`config.mk`:
```
export PLATFORM = sky130hd
export DESIGN_NAME = fp32_div_sqrt_iter_unit_flat
export DESIGN_NICKNAME = d
export VERILOG_FILES = /design/src/rtl/fp32_div_sqrt_iter_unit_if.sv /design/src/rtl/fp32_div_sqrt_iter_unit.sv /design/src/flat_wrapper.sv
export SDC_FILE = /design/constraint.sdc
export NUM_CORES = 1
export LEC_CHECK = 0
export BUFFER_PORTS_ARGS = -buffer_cell sky130_fd_sc_hd__buf_2
export CORE_MARGIN = 2
export CORE_UTILIZATION = 50
export DETAILED_ROUTE_END_ITERATION = 10
export HOLD_SLACK_MARGIN = 0.05
export PLACE_DENSITY = 0.8
export SYNTH_ARGS = -nofsm -noshare
export SYNTH_HDL_FRONTEND = slang
export SYNTH_SLANG_ARGS = --single-unit
```
`constraint.sdc`:
```
create_clock -name clk -period 7.65 [get_ports clk]
set_input_delay 0 -clock clk [delete_from_list [all_inputs] [get_ports clk]]
set_output_delay 0 -clock clk [all_outputs]
set_load 0.01 [all_outputs]
```
`src/rtl/fp32_div_sqrt_iter_unit_if.sv`:
```
// Issue/execute handshake and operand bus for the iterative FP32 divide/sqrt unit.
// The free strobe is named release_en because `release` is a reserved word.
interface fp32_div_sqrt_iter_unit_if;
   logic        acquire;
   logic        req;
   logic        is_divide;
   logic [31:0] data_in_a;
   logic [31:0] data_in_b;
   logic [2:0]  rm;
   logic        release_en;
   logic        flush;
   logic        reserved;
   logic        busy;
   logic        finished;
   logic [31:0] data_out;
   logic [4:0]  fflags_out;

   modport master (
      output acquire, req, is_divide, data_in_a, data_in_b, rm, release_en, flush,
      input  reserved, busy, finished, data_out, fflags_out
   );

   modport slave (
      input  acquire, req, is_divide, data_in_a, data_in_b, rm, release_en, flush,
      output reserved, busy, finished, data_out, fflags_out
   );
endinterface

```
`src/rtl/fp32_div_sqrt_iter_unit.sv`:
```
// Iterative binary32 divide / square root: radix-2 restoring recurrence, 26 quotient
// bits, one rounding cycle, result held until released. DAZ on inputs, FTZ on outputs.
module fp32_div_sqrt_iter_unit (
   input  logic                         clk,
   input  logic                         rst_n,
   fp32_div_sqrt_iter_unit_if.slave     bus
);
   localparam int unsigned SIG_W = 24;
   localparam int unsigned Q_W   = 26;
   localparam int unsigned REM_W = 30;
   localparam int unsigned RAD_W = 52;
   localparam int unsigned EXP_W = 10;
   localparam int unsigned CNT_W = 5;
   localparam int unsigned ITERS = 26;
   localparam logic [31:0] QNAN  = 32'h7FC0_0000;

   typedef enum logic [2:0] {FREE, RESERVED, ITER, ROUND, DONE} state_t;

   state_t                  state;
   logic                    reserved_q, busy_q, finished_q;
   logic [31:0]             data_q;
   logic [4:0]              fflags_q;
   logic                    is_div_q, sign_q;
   logic [2:0]              rm_q;
   logic signed [EXP_W-1:0] exp_q;
   logic [Q_W-1:0]          quo_q;
   logic [REM_W-1:0]        rem_q;
   logic [SIG_W-1:0]        div_q;
   logic [RAD_W-1:0]        rad_q;
   logic [CNT_W-1:0]        cnt_q;

   // Operand field decode, DAZ applied through the zero tests
   logic        sa, sb;
   logic [7:0]  ea, eb;
   logic [22:0] ma, mb;
   logic        a_zero, b_zero, a_inf, b_inf, a_nan, b_nan, a_snan, b_snan;
   assign {sa, ea, ma} = bus.data_in_a;
   assign {sb, eb, mb} = bus.data_in_b;
   assign a_zero = (ea == 8'h00);
   assign b_zero = (eb == 8'h00);
   assign a_inf  = (ea == 8'hFF) && (ma == 23'h0);
   assign b_inf  = (eb == 8'hFF) && (mb == 23'h0);
   assign a_nan  = (ea == 8'hFF) && (ma != 23'h0);
   assign b_nan  = (eb == 8'hFF) && (mb != 23'h0);
   assign a_snan = a_nan && !ma[22];
   assign b_snan = b_nan && !mb[22];

   logic        special_c;
   logic [31:0] spec_res_c;
   logic [4:0]  spec_flags_c;
   logic        sq_c;
   assign sq_c = sa ^ sb;

   // Special-case resolution in the req cycle
   always_comb begin
      special_c    = 1'b0;
      spec_res_c   = 32'h0;
      spec_flags_c = 5'h0;
      if (bus.is_divide) begin
         if (a_nan || b_nan) begin
            special_c = 1'b1; spec_res_c = QNAN; spec_flags_c = {a_snan | b_snan, 4'b0000};
         end else if ((a_zero && b_zero) || (a_inf && b_inf)) begin
            special_c = 1'b1; spec_res_c = QNAN; spec_flags_c = 5'b10000;
         end else if (a_inf) begin
            special_c = 1'b1; spec_res_c = {sq_c, 8'hFF, 23'h0};
         end else if (b_inf) begin
            special_c = 1'b1; spec_res_c = {sq_c, 31'h0};
         end else if (b_zero) begin
            special_c = 1'b1; spec_res_c = {sq_c, 8'hFF, 23'h0}; spec_flags_c = 5'b01000;
         end else if (a_zero) begin
            special_c = 1'b1; spec_res_c = {sq_c, 31'h0};
         end
      end else begin
         if (a_nan) begin
            special_c = 1'b1; spec_res_c = QNAN; spec_flags_c = {a_snan, 4'b0000};
         end else if (a_zero) begin
            special_c = 1'b1; spec_res_c = {sa, 31'h0};
         end else if (sa) begin
            special_c = 1'b1; spec_res_c = QNAN; spec_flags_c = 5'b10000;
         end else if (a_inf) begin
            special_c = 1'b1; spec_res_c = {1'b0, 8'hFF, 23'h0};
         end
      end
   end

   logic signed [EXP_W-1:0] e_unb_c, div_exp_c, sqrt_exp_c;
   logic [SIG_W-1:0]        sig_a_c;
   assign e_unb_c    = $signed({2'b00, ea}) - 10'sd127;
   assign div_exp_c  = $signed({2'b00, ea}) - $signed({2'b00, eb}) + 10'sd127;
   assign sqrt_exp_c = (e_unb_c >>> 1) + 10'sd127;
   assign sig_a_c    = {1'b1, ma};

   // One recurrence step: restoring divide, or restoring sqrt consuming two radicand bits
   logic [REM_W-1:0] div_ext_c, r2_c, trial_c, rem_n_c;
   logic             ge_c;
   always_comb begin
      div_ext_c = REM_W'(div_q);
      r2_c      = {rem_q[REM_W-3:0], rad_q[RAD_W-1 -: 2]};
      trial_c   = REM_W'({quo_q, 2'b01});
      if (is_div_q) begin
         ge_c    = (rem_q >= div_ext_c);
         rem_n_c = ge_c ? ((rem_q - div_ext_c) << 1) : (rem_q << 1);
      end else begin
         ge_c    = (r2_c >= trial_c);
         rem_n_c = ge_c ? (r2_c - trial_c) : r2_c;
      end
   end

   // Normalise, round per rm, then clamp to overflow / flush-to-zero
   logic [SIG_W-1:0]        mant_c;
   logic [SIG_W:0]          mant_r_c;
   logic [22:0]             frac_c;
   logic                    g_c, s_c, inexact_c, up_c, inf_ok_c;
   logic signed [EXP_W-1:0] e_n_c, e_r_c;
   logic [31:0]             rnd_res_c;
   logic [4:0]              rnd_flags_c;
   always_comb begin
      if (quo_q[Q_W-1]) begin
         mant_c = quo_q[Q_W-1:2]; g_c = quo_q[1]; s_c = quo_q[0] | (|rem_q); e_n_c = exp_q;
      end else begin
         mant_c = quo_q[Q_W-2:1]; g_c = quo_q[0]; s_c = |rem_q; e_n_c = exp_q - 10'sd1;
      end
      inexact_c = g_c | s_c;
      case (rm_q)
         3'd1:    up_c = 1'b0;
         3'd2:    up_c = sign_q & inexact_c;
         3'd3:    up_c = ~sign_q & inexact_c;
         3'd4:    up_c = g_c;
         default: up_c = g_c & (s_c | mant_c[0]);
      endcase
      mant_r_c = {1'b0, mant_c} + (SIG_W+1)'(up_c);
      e_r_c    = e_n_c + (mant_r_c[SIG_W] ? 10'sd1 : 10'sd0);
      frac_c   = mant_r_c[SIG_W] ? mant_r_c[23:1] : mant_r_c[22:0];
      inf_ok_c = (rm_q == 3'd0) || (rm_q == 3'd4) ||
                 ((rm_q == 3'd3) && !sign_q) || ((rm_q == 3'd2) && sign_q);
      if (e_r_c >= 10'sd255) begin
         rnd_res_c   = inf_ok_c ? {sign_q, 8'hFF, 23'h0} : {sign_q, 31'h7F7F_FFFF};
         rnd_flags_c = 5'b00101;
      end else if (e_r_c <= 10'sd0) begin
         rnd_res_c   = {sign_q, 31'h0};
         rnd_flags_c = 5'b00011;
      end else begin
         rnd_res_c   = {sign_q, e_r_c[7:0], frac_c};
         rnd_flags_c = {4'b0000, inexact_c};
      end
   end

   // Control FSM with registered status and result outputs; flush overrides everything
   always_ff @(posedge clk or negedge rst_n) begin
      if (!rst_n) begin
         state      <= FREE;
         reserved_q <= 1'b0;
         busy_q     <= 1'b0;
         finished_q <= 1'b0;
         data_q     <= 32'h0;
         fflags_q   <= 5'h0;
         is_div_q   <= 1'b0;
         sign_q     <= 1'b0;
         rm_q       <= 3'd0;
         exp_q      <= '0;
         quo_q      <= '0;
         rem_q      <= '0;
         div_q      <= '0;
         rad_q      <= '0;
         cnt_q      <= '0;
      end else if (bus.flush) begin
         state      <= FREE;
         reserved_q <= 1'b0;
         busy_q     <= 1'b0;
         finished_q <= 1'b0;
         data_q     <= 32'h0;
         fflags_q   <= 5'h0;
      end else begin
         case (state)
            FREE: if (bus.acquire) begin
               state      <= RESERVED;
               reserved_q <= 1'b1;
            end
            RESERVED: if (bus.req) begin
               if (special_c) begin
                  state      <= DONE;
                  finished_q <= 1'b1;
                  data_q     <= spec_res_c;
                  fflags_q   <= spec_flags_c;
               end else begin
                  state    <= ITER;
                  busy_q   <= 1'b1;
                  is_div_q <= bus.is_divide;
                  sign_q   <= bus.is_divide ? sq_c : 1'b0;
                  rm_q     <= (bus.rm > 3'd4) ? 3'd0 : bus.rm;
                  quo_q    <= '0;
                  cnt_q    <= '0;
                  div_q    <= {1'b1, mb};
                  if (bus.is_divide) begin
                     exp_q <= div_exp_c;
                     rem_q <= REM_W'(sig_a_c);
                  end else begin
                     exp_q <= sqrt_exp_c;
                     rem_q <= '0;
                     rad_q <= e_unb_c[0] ? {sig_a_c, 28'h0} : {1'b0, sig_a_c, 27'h0};
                  end
               end
            end
            ITER: begin
               rem_q <= rem_n_c;
               quo_q <= {quo_q[Q_W-2:0], ge_c};
               rad_q <= {rad_q[RAD_W-3:0], 2'b00};
               cnt_q <= cnt_q + CNT_W'(1);
               if (cnt_q == CNT_W'(ITERS - 1)) state <= ROUND;
            end
            ROUND: begin
               state      <= DONE;
               busy_q     <= 1'b0;
               finished_q <= 1'b1;
               data_q     <= rnd_res_c;
               fflags_q   <= rnd_flags_c;
            end
            DONE: if (bus.release_en) begin
               state      <= FREE;
               reserved_q <= 1'b0;
               finished_q <= 1'b0;
               data_q     <= 32'h0;
               fflags_q   <= 5'h0;
            end
            default: state <= FREE;
         endcase
      end
   end

   assign bus.reserved   = reserved_q;
   assign bus.busy       = busy_q;
   assign bus.finished   = finished_q;
   assign bus.data_out   = data_q;
   assign bus.fflags_out = fflags_q;
endmodule

```
`src/flat_wrapper.sv`:
```
// flat-port wrapper written by rule: the top's interface ports become plain ports
module fp32_div_sqrt_iter_unit_flat 
  (clk, rst_n, bus_acquire, bus_req, bus_is_divide, bus_data_in_a, bus_data_in_b, bus_rm, bus_release_en, bus_flush, bus_reserved, bus_busy, bus_finished, bus_data_out, bus_fflags_out);
  fp32_div_sqrt_iter_unit_if bus_i ();
  input  logic clk;
  input  logic rst_n;
  input wire logic [$bits(bus_i.acquire)-1:0] bus_acquire;
  input wire logic [$bits(bus_i.req)-1:0] bus_req;
  input wire logic [$bits(bus_i.is_divide)-1:0] bus_is_divide;
  input wire logic [$bits(bus_i.data_in_a)-1:0] bus_data_in_a;
  input wire logic [$bits(bus_i.data_in_b)-1:0] bus_data_in_b;
  input wire logic [$bits(bus_i.rm)-1:0] bus_rm;
  input wire logic [$bits(bus_i.release_en)-1:0] bus_release_en;
  input wire logic [$bits(bus_i.flush)-1:0] bus_flush;
  output wire logic [$bits(bus_i.reserved)-1:0] bus_reserved;
  output wire logic [$bits(bus_i.busy)-1:0] bus_busy;
  output wire logic [$bits(bus_i.finished)-1:0] bus_finished;
  output wire logic [$bits(bus_i.data_out)-1:0] bus_data_out;
  output wire logic [$bits(bus_i.fflags_out)-1:0] bus_fflags_out;
  assign bus_i.acquire = bus_acquire;
  assign bus_i.req = bus_req;
  assign bus_i.is_divide = bus_is_divide;
  assign bus_i.data_in_a = bus_data_in_a;
  assign bus_i.data_in_b = bus_data_in_b;
  assign bus_i.rm = bus_rm;
  assign bus_i.release_en = bus_release_en;
  assign bus_i.flush = bus_flush;
  assign bus_reserved = bus_i.reserved;
  assign bus_busy = bus_i.busy;
  assign bus_finished = bus_i.finished;
  assign bus_data_out = bus_i.data_out;
  assign bus_fflags_out = bus_i.fflags_out;
  fp32_div_sqrt_iter_unit u_core (.clk(clk), .rst_n(rst_n), .bus(bus_i));
endmodule
```
After elaboration in Yosys (flattened, before gate mapping):

Cells that the tools add are included.

* latch bits: 0
* register bits after elaboration: 195
* output and inout bits: 40
* word-level logic and storage cells: 193
* memories kept: 0
* bits in read-only memories: 0
* RAM bits: 0
* bits of input ports: 74

* $add $sub $neg: 10
* reduce and logical (&&, ||, !) cells: 38
* eq/ne operators: 20
* multiply operators: 0
* div/mod/pow operators: 0
* muxes and demuxes: 94
* shifts and indexed selects: 0
* order comparisons: 5
* bitwise operators: 11

Operators with widths (number)
* two-way mux 32 bit: 14
* two-way mux 52 bit: 4
* two-way mux 30 bit: 5
* one-hot mux 52 bit (2 select lines): 1
* one-hot mux 32 bit (3 select lines): 1
* two-way mux 31 bit: 3
* two-way mux 5 bit: 15
* two-way mux 24 bit: 3
* one-hot mux 30 bit (2 select lines): 1
* two-way mux 26 bit: 2
* one-hot mux 26 bit (2 select lines): 1
* logical NOT 23 bit: 2
* nonzero test 23 bit: 2
* >= comparator 30 x 24 -> 1 bit: 1
* >= comparator 30 x 28 -> 1 bit: 1
* OR reduction 30 bit: 1
* subtractor 30 x 28 -> 30 bit: 1
* subtractor 29 x 24 -> 29 bit: 1
* adder 24 x 1 -> 25 bit: 1
* two-way mux 1 bit: 25
* two-way mux 23 bit: 1
* two-way mux 3 bit: 7
* two-way mux 10 bit: 2
* equality test 8 bit, second input constant: 2
* 40 further kinds: 81

Logic depth before layout (Yosys ltp):

* word-level depth: 14
* depth in mapped cells: 30
* depth with buffers taken out: 26

Worst setup path after synthesis:

OpenSTA, ideal clock, no wires.

* path type: reg-to-reg
* start: reg u_core.rem_q[24]
* end: reg u_core.data_q[0], in the netlist u_core.bus.data_out[0]
* data required time: 7.529 ns
* buffers on the path: 3
* path slack: 1.276 ns
* stages on the path, launching flop included: 30
* arrival: 6.253 ns
* setup time: 0.121 ns
* clock period less this slack: 6.374 ns
* cell sequence: dfrtp_1 clkbuf_1 or4_1 nor3_1 nand4_1 nor2_1 nand2b_1 maj3_1 nor2b_1 o21a_1 ha_1 ha_1 and3_1 nand4_1 nor3_1 nand3_1 or2_2 buf_2 clkinv_1 ha_1 ha_1 and2_1 mux2i_1 clkbuf_1 nand3_1 a2111oi_0 o221ai_2 o211ai_1 a21oi_1 a22o_1

* word-level cells in the longest chain between the ends: 14
* elaborated cells between the ends (all ways): 19
* classes of those cells: add/sub: 2; order compare: 2; mux: 8; bitwise: 6; reduce/logical: 1

RTL lines
* start: declaration: RTL line fp32_div_sqrt_iter_unit.sv:27 `logic [REM_W-1:0] rem_q;`
* start signal: assignment: RTL line fp32_div_sqrt_iter_unit.sv:196 `rem_q <= REM_W'(sig_a_c);`
* start signal: assignment: RTL line fp32_div_sqrt_iter_unit.sv:205 `rem_q <= rem_n_c;`
* OR reduction 30 bit *: RTL line fp32_div_sqrt_iter_unit.sv:119, fp32_div_sqrt_iter_unit.sv:121
* OR 1 bit: RTL line fp32_div_sqrt_iter_unit.sv:119 `mant_c = quo_q[Q_W-1:2]; g_c = quo_q[1]; s_c = quo_q[0] | (|rem_q); e_n_c = exp_q;`
* two-way mux 1 bit *: RTL line fp32_div_sqrt_iter_unit.sv:118 `if (quo_q[Q_W-1]) begin`
* OR 1 bit, on equally long branches: RTL line fp32_div_sqrt_iter_unit.sv:129, fp32_div_sqrt_iter_unit.sv:123
* AND 1 bit, on equally long branches: RTL line fp32_div_sqrt_iter_unit.sv:129, fp32_div_sqrt_iter_unit.sv:126, fp32_div_sqrt_iter_unit.sv:127
* one-hot mux 1 bit (4 select lines) *: RTL line fp32_div_sqrt_iter_unit.sv:124 `case (rm_q)`
* adder 24 x 1 -> 25 bit *: RTL line fp32_div_sqrt_iter_unit.sv:131 `mant_r_c = {1'b0, mant_c} + (SIG_W+1)'(up_c);`
* two-way mux 1 bit: RTL line fp32_div_sqrt_iter_unit.sv:132 `e_r_c = e_n_c + (mant_r_c[SIG_W] ? 10'sd1 : 10'sd0);`
* adder 10 bit: RTL line fp32_div_sqrt_iter_unit.sv:132
* less-or-equal comparator 10 x 1 -> 1 bit: RTL line fp32_div_sqrt_iter_unit.sv:139 `end else if (e_r_c <= 10'sd0) begin`
* two-way mux 31 bit: RTL line fp32_div_sqrt_iter_unit.sv:139
* two-way mux 31 bit *: RTL line fp32_div_sqrt_iter_unit.sv:136 `if (e_r_c >= 10'sd255) begin`
* one-hot mux 32 bit (3 select lines) *: RTL line fp32_div_sqrt_iter_unit.sv:174 `case (state)`
* two-way mux 32 bit *: RTL line fp32_div_sqrt_iter_unit.sv:166 `end else if (bus.flush) begin`
* end signal: assignment: RTL line fp32_div_sqrt_iter_unit.sv:183 `data_q <= spec_res_c;`
* end signal: assignment: RTL line fp32_div_sqrt_iter_unit.sv:215 `data_q <= rnd_res_c;`
* end: declaration: RTL line fp32_div_sqrt_iter_unit.sv:21 `logic [31:0] data_q;`

Every way passes the cells marked *; elsewhere a longest branch is shown, timed or not.
A chain may end at the register's enable or synchronous reset.

Worst setup path in the final report:

* start: reg u_core.rem_q[26]
* end: reg u_core.data_q[9], in the netlist u_core.bus.data_out[9]

The elaborated chain is that of the path after synthesis.

==> results.yml <==
clock_network:
  clock_path_buffers: 2
  clkSinkCount: 168
  cts.htree.levels: 4
  clk_pin_slew_worst_paths_ps: 70
  clockRootBuffer: "sky130_fd_sc_hd__clkbuf_16"
  tritoncts: "built"
  tritoncts.num_buffers: 17
  clock_insertion_delay_worst_skew_ps: 450
floorplan:
  die_width_um: 173
  core_region_area_um2: 27900
  num_rows: 61
  pin_count: 114
  start_util_pct: 51.0
  die_h_um: 173
  design.die.area_um2: 29900
timing:
  final-max-slew-violation-count: 0
  totalNegativeSetupSlack_ps: 0
  max_slew_margin_pct: 29.9
  period_needed_ps: 7150
  max_freq_mhz: 140
  rsz0062_at_grt: "false"
  tightestPinTransition_ps: 1050
  setup_skew_ps: 18.7
  timing.final.crit_share_pct: 93.4
  hold_violations: 0
  setup_violations: 0
  least_setup_slack_across_all_paths_after_layout_ps: 505
pwr:
  power.leakage_uw: 0.00702
  power-per-cell-area_nw_per_um2: 392
  worst_case_vdd_ir_drop_uv: 184
drt:
  num_vias: 14500
  antenna_left: 0
  wl_mm: 43.7
  viasPerCell: 6.39
  detail_route.wl_per_cell_um: 19.2
  dr.first_iter.drc_count: 1514
  drc: 0
  drt_pass1_iterations: 7
place:
  gp_congestion: 0.986
  dpl.cell_count: 2187
  buffer_ports.inserted: 113
  dp_slack_ps: 179
  place_hpwl_mm: 31.6
flow_run:
  timing.max_cap.violations: 0
worst_setup_path:
  slowest_stage: "sky130_fd_sc_hd__or4_1"
  critical_path_type: "register to register"
  critical_path_buf_inv_count: 2
  setup.worst_path.start_class: "register"
  critPathCaptureType: "register"
  crit_required_ps: 7970
  slowest_delay_ps: 600
  crit_path_frequent_cell: "sky130_fd_sc_hd__ha_1"
  setup.reg_to_reg.worst_slack_ps: 500
  critical_path_peak_fanout: 11
  worst-endpoint-arrival_ps: 7470
  critical_path.top_delay_family: "simple AND/OR/NAND/NOR gates"
yosys:
  synthesis.area_per_instance_um2: 7.99
  yosys.cell_types.count: 89
  synth-seq-cells: 168
  seq_area_frac_synth_pct: 29.5
  fraction_of_registers_with_async_set_reset_pct: 100
  synth_enable_flop_cells: 0
  yosysWarningCount: 0
  mappedNetlistArea_um2: 14300
  mapped_nets: 1932
  synth_cells: 1784
  synth_ff_type: "sky130_fd_sc_hd__dfrtp_1"
global_route:
  grt_first_pass_wirelength_mm: 70.9
  first_global_vias: 13400
  use_met3_pct: 3.89
  grt-ovfl-total: 0
  grt_start_max_net_pins: 109
  number_of_antenna_violations_at_the_first_check_in_global_routing: 0
  grt_use_met1_pct: 40.8
  grtUsageTotal_pct: 28.8
  gr-usage-met2_pct: 44.8
  top_usage_layer: "met2"
outcome:
  status: "complete, no violations"
cells_and_area:
  final-instance-count-excl-fill: 2275
  n_diodes: 0
  fraction_of_layout_instances_using_a_drive_strength_above_1_pct: 11.5
  final_net_count: 2032
  areaGrowthSynthToFinish_pct: 13.3
min_path:
  hp-class: "input pin to register"
==> synthesized netlist by cell type (11+ instances only) <==
cell type | n | area [µm²]
sky130_fd_sc_hd__nand2_1 | 191 | 717
sky130_fd_sc_hd__inv_1 | 90 | 338
sky130_fd_sc_hd__xor2_1 | 38 | 333
sky130_fd_sc_hd__clkbuf_1 | 91 | 342
sky130_fd_sc_hd__a221o_1 | 17 | 170
sky130_fd_sc_hd__mux2_2 | 13 | 146
sky130_fd_sc_hd__nor2_1 | 138 | 518
sky130_fd_sc_hd__a21o_1 | 22 | 165
sky130_fd_sc_hd__nand3_1 | 52 | 260
sky130_fd_sc_hd__nor3_1 | 36 | 180
sky130_fd_sc_hd__o211ai_1 | 38 | 285
sky130_fd_sc_hd__o21ai_0 | 128 | 641
sky130_fd_sc_hd__nand4_1 | 21 | 131
sky130_fd_sc_hd__nor2b_1 | 15 | 93.8
sky130_fd_sc_hd__o21ai_1 | 13 | 65.1
sky130_fd_sc_hd__o22ai_1 | 33 | 206
sky130_fd_sc_hd__nor4_1 | 28 | 175
sky130_fd_sc_hd__xnor2_1 | 51 | 447
sky130_fd_sc_hd__o21a_1 | 18 | 135
sky130_fd_sc_hd__a31oi_1 | 26 | 163
sky130_fd_sc_hd__o31ai_1 | 12 | 90.1
sky130_fd_sc_hd__mux2i_1 | 38 | 380
sky130_fd_sc_hd__ha_1 | 72 | 901
sky130_fd_sc_hd__and2_1 | 12 | 75.1
sky130_fd_sc_hd__a21oi_1 | 132 | 661
sky130_fd_sc_hd__dfrtp_1 | 168 | 4200
sky130_fd_sc_hd__a41oi_1 | 11 | 96.3
sky130_fd_sc_hd__and3_1 | 28 | 175
sky130_fd_sc_hd__nand2b_1 | 19 | 119
sky130_fd_sc_hd__a211oi_1 | 36 | 270
==> per-layer routing <==
| layer | vias up | part of all wire, % |
|---|---|---|
| met5 | - | 0 |
| li1 | 6825 | - |
| met3 | 97 | 7.2 |
| met1 | 6895 | 45 |
| met4 | 0 | 3.1 |
| met2 | 711 | 45 |
==> state kept, by name (all words and copies together), names as in the netlist, 3 cells and up <==
register               flops
u_core.cnt_q               5
u_core.state               3
u_core.rem_q              30
u_core.exp_q              10
u_core.rm_q                3
u_core.bus.fflags_out      5
u_core.quo_q              26
u_core.div_q              24
u_core.bus.data_out       32
u_core.rad_q              25
==> path summary, 6_finish.rpt <==
path	startpoint	endpoint	cells past startpoint
max reg2reg	u_core.rem_q[26]	u_core.bus.data_out[9]	27
min reg2reg	u_core.rad_q[28]	u_core.rad_q[28]	2
max in group asynchronous	rst_n	u_core.quo_q[25]	3
max	u_core.rem_q[26]	u_core.bus.data_out[9]	27
min in group asynchronous	rst_n	u_core.bus.data_out[28]	2
min	bus_data_in_a[3]	u_core.rem_q[3]	4
==> layout by cell type (no fill, tap or decap), types with 11 or more instances in the layout <==
cell type / netlist / layout
sky130_fd_sc_hd__nand2b_1: 19 / 19
sky130_fd_sc_hd__o211ai_1: 38 / 38
sky130_fd_sc_hd__o21a_1: 18 / 18
sky130_fd_sc_hd__a211oi_1: 36 / 36
sky130_fd_sc_hd__o21ai_1: 13 / 13
sky130_fd_sc_hd__o31ai_1: 12 / 12
sky130_fd_sc_hd__dfrtp_1: 168 / 167
sky130_fd_sc_hd__nor2b_1: 15 / 15
sky130_fd_sc_hd__a21o_1: 22 / 22
sky130_fd_sc_hd__a21oi_1: 132 / 131
sky130_fd_sc_hd__buf_4: 2 / 21
sky130_fd_sc_hd__mux2i_1: 38 / 38
sky130_fd_sc_hd__xor2_1: 38 / 38
sky130_fd_sc_hd__o21ai_0: 128 / 128
sky130_fd_sc_hd__inv_1: 90 / 90
sky130_fd_sc_hd__mux2_2: 13 / 13
sky130_fd_sc_hd__o22ai_1: 33 / 33
sky130_fd_sc_hd__nand4_1: 21 / 21
sky130_fd_sc_hd__nor3_1: 36 / 34
sky130_fd_sc_hd__and3_1: 28 / 28
sky130_fd_sc_hd__nand3_1: 52 / 52
sky130_fd_sc_hd__and2_1: 12 / 12
sky130_fd_sc_hd__dlygate4sd3_1: 0 / 52
sky130_fd_sc_hd__a31oi_1: 26 / 26
sky130_fd_sc_hd__nand2_1: 191 / 191
sky130_fd_sc_hd__nor2_1: 138 / 136
sky130_fd_sc_hd__buf_2: 4 / 112
sky130_fd_sc_hd__clkbuf_16: 0 / 17
sky130_fd_sc_hd__xnor2_1: 51 / 51
sky130_fd_sc_hd__nor4_1: 28 / 28
sky130_fd_sc_hd__a221o_1: 17 / 17
sky130_fd_sc_hd__a41oi_1: 11 / 11
sky130_fd_sc_hd__ha_1: 72 / 72
==> per-stage QoR <==
stage / util, % / hold WS [ps] / area (µm²) / total power (µW)
floorplan: - / -296 / 14300 / 4410
global placement: 53.8 / 185 / 15000 / 5270
detailed placement: 53.8 / 185 / 15000 / 5310
CTS: 57.6 / 54.0 / 16100 / 6220
global route: 57.8 / 64.9 / 16100 / 6820
finish: 57.8 / 59.5 / 16100 / 6340
==> logic make-up (layout without fill, tap and decap cells) <==
family | count (synthesis) | after routing | synth area share [%]
AND/OR/NAND/NOR | 607 | 607 | 21.0
AO/OA/AOI/OAI | 594 | 594 | 28.0
buffers and inverters | 198 | 311 | 5.41
flip-flops | 168 | 168 | 29.5
XOR/XNOR | 91 | 91 | 5.75
adder cells (fa/ha/maj) | 75 | 75 | 6.67
multiplexers | 51 | 51 | 3.70
==> power breakdown <==
group          total [µW]  internal, µW  switching, µW  leakage, µW
clock                 849           460            389     0.000263
sequential           1440          1130            314      0.00217
combinational        4050          1590           2460      0.00459
total                6340          3180           3160      0.00702
==> worst min-delay path, stage by stage <==
cell                      delay [ps]
sky130_fd_sc_hd__buf_2           120
sky130_fd_sc_hd__nand3_1          80
sky130_fd_sc_hd__a21oi_1         150
sky130_fd_sc_hd__a31o_2          110
==> cell type report <==
type | count | area (µm²)
sequential | 168 | 4210
multi-input combinational | 1418 | 9310
tap | 378 | 473
clock inverter | 13 | 121
clock buffer | 19 | 443
fill | 2528 | 11800
timing repair buffer | 186 | 1250
inverter | 93 | 349
==> timing repair <==
action / in CTS / in global routing
endpoints found under the hold margin: 161 / 0
hold buffers: 52 / 0
endpoints found under the setup margin: 0 / 31
setup buffers: 0 / 4
gates resized for setup: 0 / 3
Power figures use the tool's default switching activity.
